$ cat src/rtl/mem_arbiter_pkg.sv
// Shared definitions for the system-RAM arbiter: RAM geometry, requester
// indices and the lock FSM state encoding.
package mem_arbiter_pkg;

  localparam int MEM_AW = 5;
  localparam int MEM_DW = 16;

  localparam int REQ_LOADER = 0;
  localparam int REQ_CPU    = 1;
  localparam int REQ_DEBUG  = 2;

  typedef enum logic {
    ST_UNLOCKED = 1'b0,
    ST_LOCKED   = 1'b1
  } lock_state_e;

endpackage

$ cat src/rtl/mem_arbiter_rr_pick.sv
// Rotating priority encoder: picks the first set request at or after ptr_i,
// wrapping modulo NUM_REQ. Purely combinational.
module rr_pick
  import mem_arbiter_pkg::*;
#(
  parameter int NUM_REQ = 3,
  parameter int IW      = (NUM_REQ > 1) ? $clog2(NUM_REQ) : 1
) (
  input  logic [NUM_REQ-1:0] req_i,
  input  logic [IW-1:0]      ptr_i,
  output logic [NUM_REQ-1:0] gnt_o,
  output logic [IW-1:0]      idx_o
);

  logic found;
  int   sel;

  // NOTE: combinational blocks use blocking assignments and give every output
  // a default first, so no path can leave a value unassigned and infer a latch.
  always_comb begin
    gnt_o = '0;
    idx_o = '0;
    found = 1'b0;
    sel   = 0;
    for (int k = 0; k < NUM_REQ; k++) begin
      sel = (int'(ptr_i) + k) % NUM_REQ;
      if (!found && req_i[sel]) begin
        found      = 1'b1;
        gnt_o[sel] = 1'b1;
        idx_o      = IW'(sel);
      end
    end
  end

endmodule

$ cat src/rtl/mem_arbiter.sv
// Round-robin request/grant arbiter in front of the single-port system RAM,
// with bounded burst locking and per-requester read-response routing.
module mem_arbiter
  import mem_arbiter_pkg::*;
#(
  parameter int NUM_REQ    = 3,
  parameter int AW         = MEM_AW,
  parameter int DW         = MEM_DW,
  parameter int RD_LATENCY = 1,
  parameter int MAX_LOCK   = 8
) (
  input  logic                  clock_i,
  input  logic                  reset_i,
  input  logic [NUM_REQ-1:0]    req_i,
  input  logic [NUM_REQ-1:0]    lock_i,
  input  logic [NUM_REQ-1:0]    we_i,
  input  logic [NUM_REQ*AW-1:0] addr_i,
  input  logic [NUM_REQ*DW-1:0] wdata_i,
  output logic [NUM_REQ-1:0]    gnt_o,
  output logic [NUM_REQ-1:0]    rvalid_o,
  output logic [DW-1:0]         rdata_o,
  output logic [2:0]            owner_o,
  output logic                  locked_o,
  output logic [AW-1:0]         mem_addr_o,
  output logic [DW-1:0]         mem_wdata_o,
  output logic                  mem_we_o,
  input  logic [DW-1:0]         mem_rdata_i
);

  localparam int IW = (NUM_REQ > 1) ? $clog2(NUM_REQ) : 1;
  localparam int CW = $clog2(MAX_LOCK + 1);

  lock_state_e                             state_q, state_d;
  logic [IW-1:0]                           rr_ptr_q, rr_ptr_d;
  logic [IW-1:0]                           owner_q, owner_d;
  logic [CW-1:0]                           lock_cnt_q, lock_cnt_d;
  logic [RD_LATENCY-1:0][NUM_REQ-1:0]      rd_pipe_q;

  logic [NUM_REQ-1:0] pick_oh;
  logic [IW-1:0]      pick_idx;
  logic [IW-1:0]      gnt_idx;
  logic               hold;
  logic               accept;
  logic [CW-1:0]      base_cnt;

  rr_pick #(.NUM_REQ(NUM_REQ), .IW(IW)) u_rr_pick (
    .req_i (req_i),
    .ptr_i (rr_ptr_q),
    .gnt_o (pick_oh),
    .idx_o (pick_idx)
  );

  // The owner keeps the grant only while it still requests and still locks.
  always_comb begin
    hold    = (state_q == ST_LOCKED) && req_i[owner_q] && lock_i[owner_q];
    gnt_o   = '0;
    gnt_idx = pick_idx;
    if (reset_i) begin
      gnt_o = '0;
    end else if (hold) begin
      gnt_o[owner_q] = 1'b1;
      gnt_idx        = owner_q;
    end else begin
      gnt_o = pick_oh;
    end
    accept = |gnt_o;
  end

  always_comb begin
    mem_addr_o  = '0;
    mem_wdata_o = '0;
    for (int i = 0; i < NUM_REQ; i++) begin
      if (gnt_o[i]) begin
        mem_addr_o  = addr_i[i*AW +: AW];
        mem_wdata_o = wdata_i[i*DW +: DW];
      end
    end
    mem_we_o = |(gnt_o & we_i);
  end

  // A fresh lock starts counting from zero; only a continuing owner accumulates.
  always_comb begin
    state_d    = state_q;
    rr_ptr_d   = rr_ptr_q;
    owner_d    = owner_q;
    lock_cnt_d = lock_cnt_q;
    base_cnt   = '0;
    if (accept) begin
      rr_ptr_d = (gnt_idx == IW'(NUM_REQ - 1)) ? '0 : gnt_idx + IW'(1);
      if ((state_q == ST_LOCKED) && (owner_q == gnt_idx)) base_cnt = lock_cnt_q;
      if (lock_i[gnt_idx] && (int'(base_cnt) + 1 < MAX_LOCK)) begin
        state_d    = ST_LOCKED;
        owner_d    = gnt_idx;
        lock_cnt_d = base_cnt + CW'(1);
      end else begin
        state_d    = ST_UNLOCKED;
        owner_d    = '0;
        lock_cnt_d = '0;
      end
    end else begin
      state_d    = ST_UNLOCKED;
      owner_d    = '0;
      lock_cnt_d = '0;
    end
  end

  // NOTE: state registers use non-blocking assignments so every flop samples
  // the pre-edge values, independent of statement order.
  always_ff @(posedge clock_i) begin
    if (reset_i) begin
      state_q    <= ST_UNLOCKED;
      rr_ptr_q   <= '0;
      owner_q    <= '0;
      lock_cnt_q <= '0;
      rd_pipe_q  <= '0;
    end else begin
      state_q      <= state_d;
      rr_ptr_q     <= rr_ptr_d;
      owner_q      <= owner_d;
      lock_cnt_q   <= lock_cnt_d;
      rd_pipe_q[0] <= gnt_o & ~we_i;
      for (int k = 1; k < RD_LATENCY; k++) rd_pipe_q[k] <= rd_pipe_q[k-1];
    end
  end

  // Responses in flight when reset arrives are suppressed in the reset cycle too.
  assign rvalid_o = reset_i ? '0 : rd_pipe_q[RD_LATENCY-1];
  assign rdata_o  = mem_rdata_i;
  assign locked_o = (state_q == ST_LOCKED);
  assign owner_o  = 3'(owner_q);

endmodule

$ cat config.mk
export PLATFORM = sky130hd
export DESIGN_NAME = mem_arbiter
export DESIGN_NICKNAME = d
export VERILOG_FILES = /design/src/rtl/mem_arbiter_pkg.sv /design/src/rtl/mem_arbiter_rr_pick.sv /design/src/rtl/mem_arbiter.sv
export SDC_FILE = /design/constraint.sdc
export NUM_CORES = 1
export LEC_CHECK = 0
export CAP_MARGIN = 0
export CORE_MARGIN = 10
export CORE_UTILIZATION = 29
export CTS_BUF_LIST = sky130_fd_sc_hd__clkbuf_8
export DETAILED_ROUTE_END_ITERATION = 16
export GPL_TIMING_DRIVEN = 0
export PLACE_DENSITY = 0.78
export RECOVER_POWER = 50
export SETUP_SLACK_MARGIN = 0.15
export SYNTH_ARGS = -nofsm -noshare
export SYNTH_HDL_FRONTEND = slang
export SYNTH_SLANG_ARGS = --single-unit
$ cat constraint.sdc
create_clock -name clock_i -period 2.9 [get_ports clock_i]
set_input_delay 0.29 -clock clock_i [delete_from_list [all_inputs] [get_ports clock_i]]
set_output_delay 0.29 -clock clock_i [all_outputs]
set_load 0.02 [all_outputs]
==> results of run 1 <==
==> layout by cell type, fill, tap and decap left out, types with 3 or more instances in the layout <==
master	n
a21oi_1	4
a21oi_2	23
a22oi_1	3
a22oi_2	21
and3_4	3
buf_4	45
buf_6	37
buf_8	4
clkbuf_16	3
clkbuf_2	4
clkbuf_8	8
clkdlybuf4s50_1	73
dfxtp_1	9
dlygate4sd2_1	4
dlygate4sd3_1	17
ha_4	3
inv_1	9
nand2_1	6
nand3_1	3
nand3b_1	3
nor2_1	31
nor2b_1	9
nor3_2	5
o211ai_1	4
o21ai_1	4
==> critical path, cell delays in order, from the launching register on <==
cell	delay, ns
dfxtp_4	0.37
ha_4	0.24
clkbuf_16	0.15
nand4bb_1	0.21
a21oi_2	0.21
buf_4	0.14
o21ai_1	0.08
a311oi_4	0.27
buf_6	0.18
nor2_4	0.07
buf_6	0.15
a22oi_2	0.17
a21oi_2	0.09
buf_6	0.13
==> kinds of logic after synthesis <==
family | synth area share
buf+inv | 0.1580
other cells | 0.002403
simple gates | 0.2662
mux | 0.01283
xor+xnor | 0.01684
compound gates | 0.3496
flops | 0.1540
fa+ha+maj | 0.04010
==> stage by stage <==
step	setup TNS [ns]	cells	worst slack (ns)	hold WS, ns	area, um2
3_3_place_gp	-19.73	419	-0.8877	0.5142	2965
5_1_grt	-3.009	463	-0.1951	0.5772	3812
4_1_cts	0	452	0.04176	0.5539	3560
2_1_floorplan	0	229	0.1500	0.3616	1677
3_5_place_dp	-20.67	419	-0.9123	0.5176	2965
6_report	-1.070	463	-0.08622	0.5430	3812
==> power breakdown <==
part | total, mW | leakage [nW] | switching (mW) | internal, mW
clock network | 0.179 | 0.0288 | 0.0591 | 0.120
registers | 0.257 | 0.0998 | 0.0466 | 0.211
logic | 3.08 | 1.42 | 1.46 | 1.62
==> worst paths after layout <==
kind                              end                     start  cells past startpoint  slack (ns)
max reg2reg  lock_cnt_q[1]$_SDFF_PP0_  rr_ptr_q[1]$_SDFFE_PP0N_                     14        0.10
max                    mem_wdata_o[0]  rr_ptr_q[1]$_SDFFE_PP0N_                     13       -0.09
min          rr_ptr_q[1]$_SDFFE_PP0N_  rr_ptr_q[1]$_SDFFE_PP0N_                      2        0.54
min reg2reg  rr_ptr_q[1]$_SDFFE_PP0N_  rr_ptr_q[1]$_SDFFE_PP0N_                      2        0.54
==> final cells by class <==
type                            count  share of cell area
Timing Repair Buffer              160              0.4155
Multi-Input combinational cell    172              0.3820
Buffer                             33             0.08730
Sequential cell                    12             0.06531
Tap cell                           70             0.02297
Clock buffer                        4             0.01444
Inverter                           12             0.01247
==> layer usage <==
layer | GRT usage | vias to the layer above | part of all wire | routed length [um]
li1 | - | 1131 | - | -
met1 | 0.1721 | 1101 | 0.34 | 2884
met2 | 0.3196 | 122 | 0.52 | 4372
met3 | 0.1015 | 6 | 0.14 | 1162
met4 | 0.02185 | 0 | 0.0051 | 43
met5 | 0 | - | 0 | 0
==> what timing repair did <==
action / in CTS / in global routing
cloned: 2 / 2
buffers inserted: 27 / 9
endpoints found under the setup margin: 30 / 32
pin swaps: 48 / 30
resized for setup: 218 / 41
==> state kept, by name, indices dropped and copies added, names as in the netlist <==
register and count:
locked_o 1, owner_q 2, rr_ptr_q 2, rd_pipe_q 3, lock_cnt_q 4
==> run_results.csv, run 1 <==
group,metric,value,unit
status,status,"complete, but fails checks",
status,violations,"setup timing",
clocking,clk_pin_slew,0.05,ns
floorplan,start_util,0.3016,
place,dp_hpwl,6015,um
routing,wl_per_cell,18.28,um
logic_synthesis,synth_top_area_share,0.1540,
cells_and_area,antennaDiodeCount,0,
timing,clock_skew,0.002861,ns
logic_synthesis,syn-cell-area,1560,um2
clocking,htree_levels,1,
grt,grt_first_pass_wirelength,12590,um
clocking,cts_tree,"yes",
hold_path,hp-class,"flop to flop",
routing,vias_per_cell,5.097,
clocking,clock_latency,0.24,ns
logic_synthesis,syn_area_per_cell,6.843,um2
power,peakVddDrop,0.6558,mV
clocking,cts_made_buffers,3,
setup_path,worstSetupStartpointType,"flop",
floorplan,die_h,93.35,um
timing,drv_slew,0,
floorplan,core.rowCount,26,
logic_synthesis,synthArstFlopShare,0,
timing,clock.fmax,0.3349,GHz
logic_synthesis,synth_common_cells,"nor2_1 (33), a21oi_1 (27), a22oi_1 (24)",
logic_synthesis,yosysUniqueCellTypes,47,
timing,setup_violations,21,
clocking,clock_sinks,12,
timing,finalHoldViolCount,0,
clocking,clockBufferDepth,2,
logic_synthesis,yosys_register_bits,12,
grt,grt_pass1_vias,2490,
grt,grt_util_all_layers,0.1754,
grt,gr-total-overflow,0,
power,power,3.520,mW
routing,ant_nets,0,
logic_synthesis,yosysTopAreaCell,"dfxtp_1",
logic_synthesis,yosysMostFrequentCell,"nor2_1",
logic_synthesis,synth-seq-area-share,0.1540,
logic_synthesis,synth_edf_count,0,
place,io_buffers,120,
grt,antenna_found_initial,0,
floorplan,die_area,8714,um2
cells_and_area,seq_area,249.0,um2
place,gp_congestion,0.8736,
clocking,cts_hold_buf,0,
grt,grt_max_degree,11,
floorplan,fp.coreArea,5172,um2
cells_and_area,fillers,376,
setup_path,end_kind,"output port",
timing,fin_crit_sh,1.030,
floorplan,die_x,93.35,um
routing,route.detailed.drc,0,
logic_synthesis,yosys_warnings,0,
clocking,root_buffer,"clkbuf_8",
setup_path,crit_type,"flop to output port",
timing,tightest_slew,0.5227,ns
cells_and_area,final_util,0.7371,
logic_synthesis,synthCells,228,
logic_synthesis,synth_top_flop_cell,"dfxtp_1",
timing,setup_ws,-0.08622,ns
run,cap_viol_max_count,0,
routing,drtIter0Drc,122,
cells_and_area,drive_gt1_frac,0.4631,
floorplan,io_pins,138,
routing,wl,8462,um
cells_and_area,nets,489,
cells_and_area,area_growth,144.3,%
logic_synthesis,synth.area.top_cells,"dfxtp_1 (15%), a22oi_1 (12%), a21oi_1 (8.7%)",
timing,period_needed,2.986,ns
setup_path,path_max_fanout,7,
cells_and_area,multi_input_comb_area,1456,um2
power,p_per_area,923.3,nW/um2
setup_path,crit_arrival,2.70,ns
timing,slew_headroom,0.6471,
setup_path,cp.required,2.61,ns
timing,rsz0062_at_grt,"true",
routing,vias,2360,
routing,dr.pass1.iters,4,
power,leakagePower,1.547,nW
Power figures use the tool's default switching activity.
==> run 2, diff against run 1 <==
- HOLD_SLACK_MARGIN: not set -> 0.06
==> results of run 2 <==
Same layout as run 1: the final DEF is identical, and so are final timing and power.
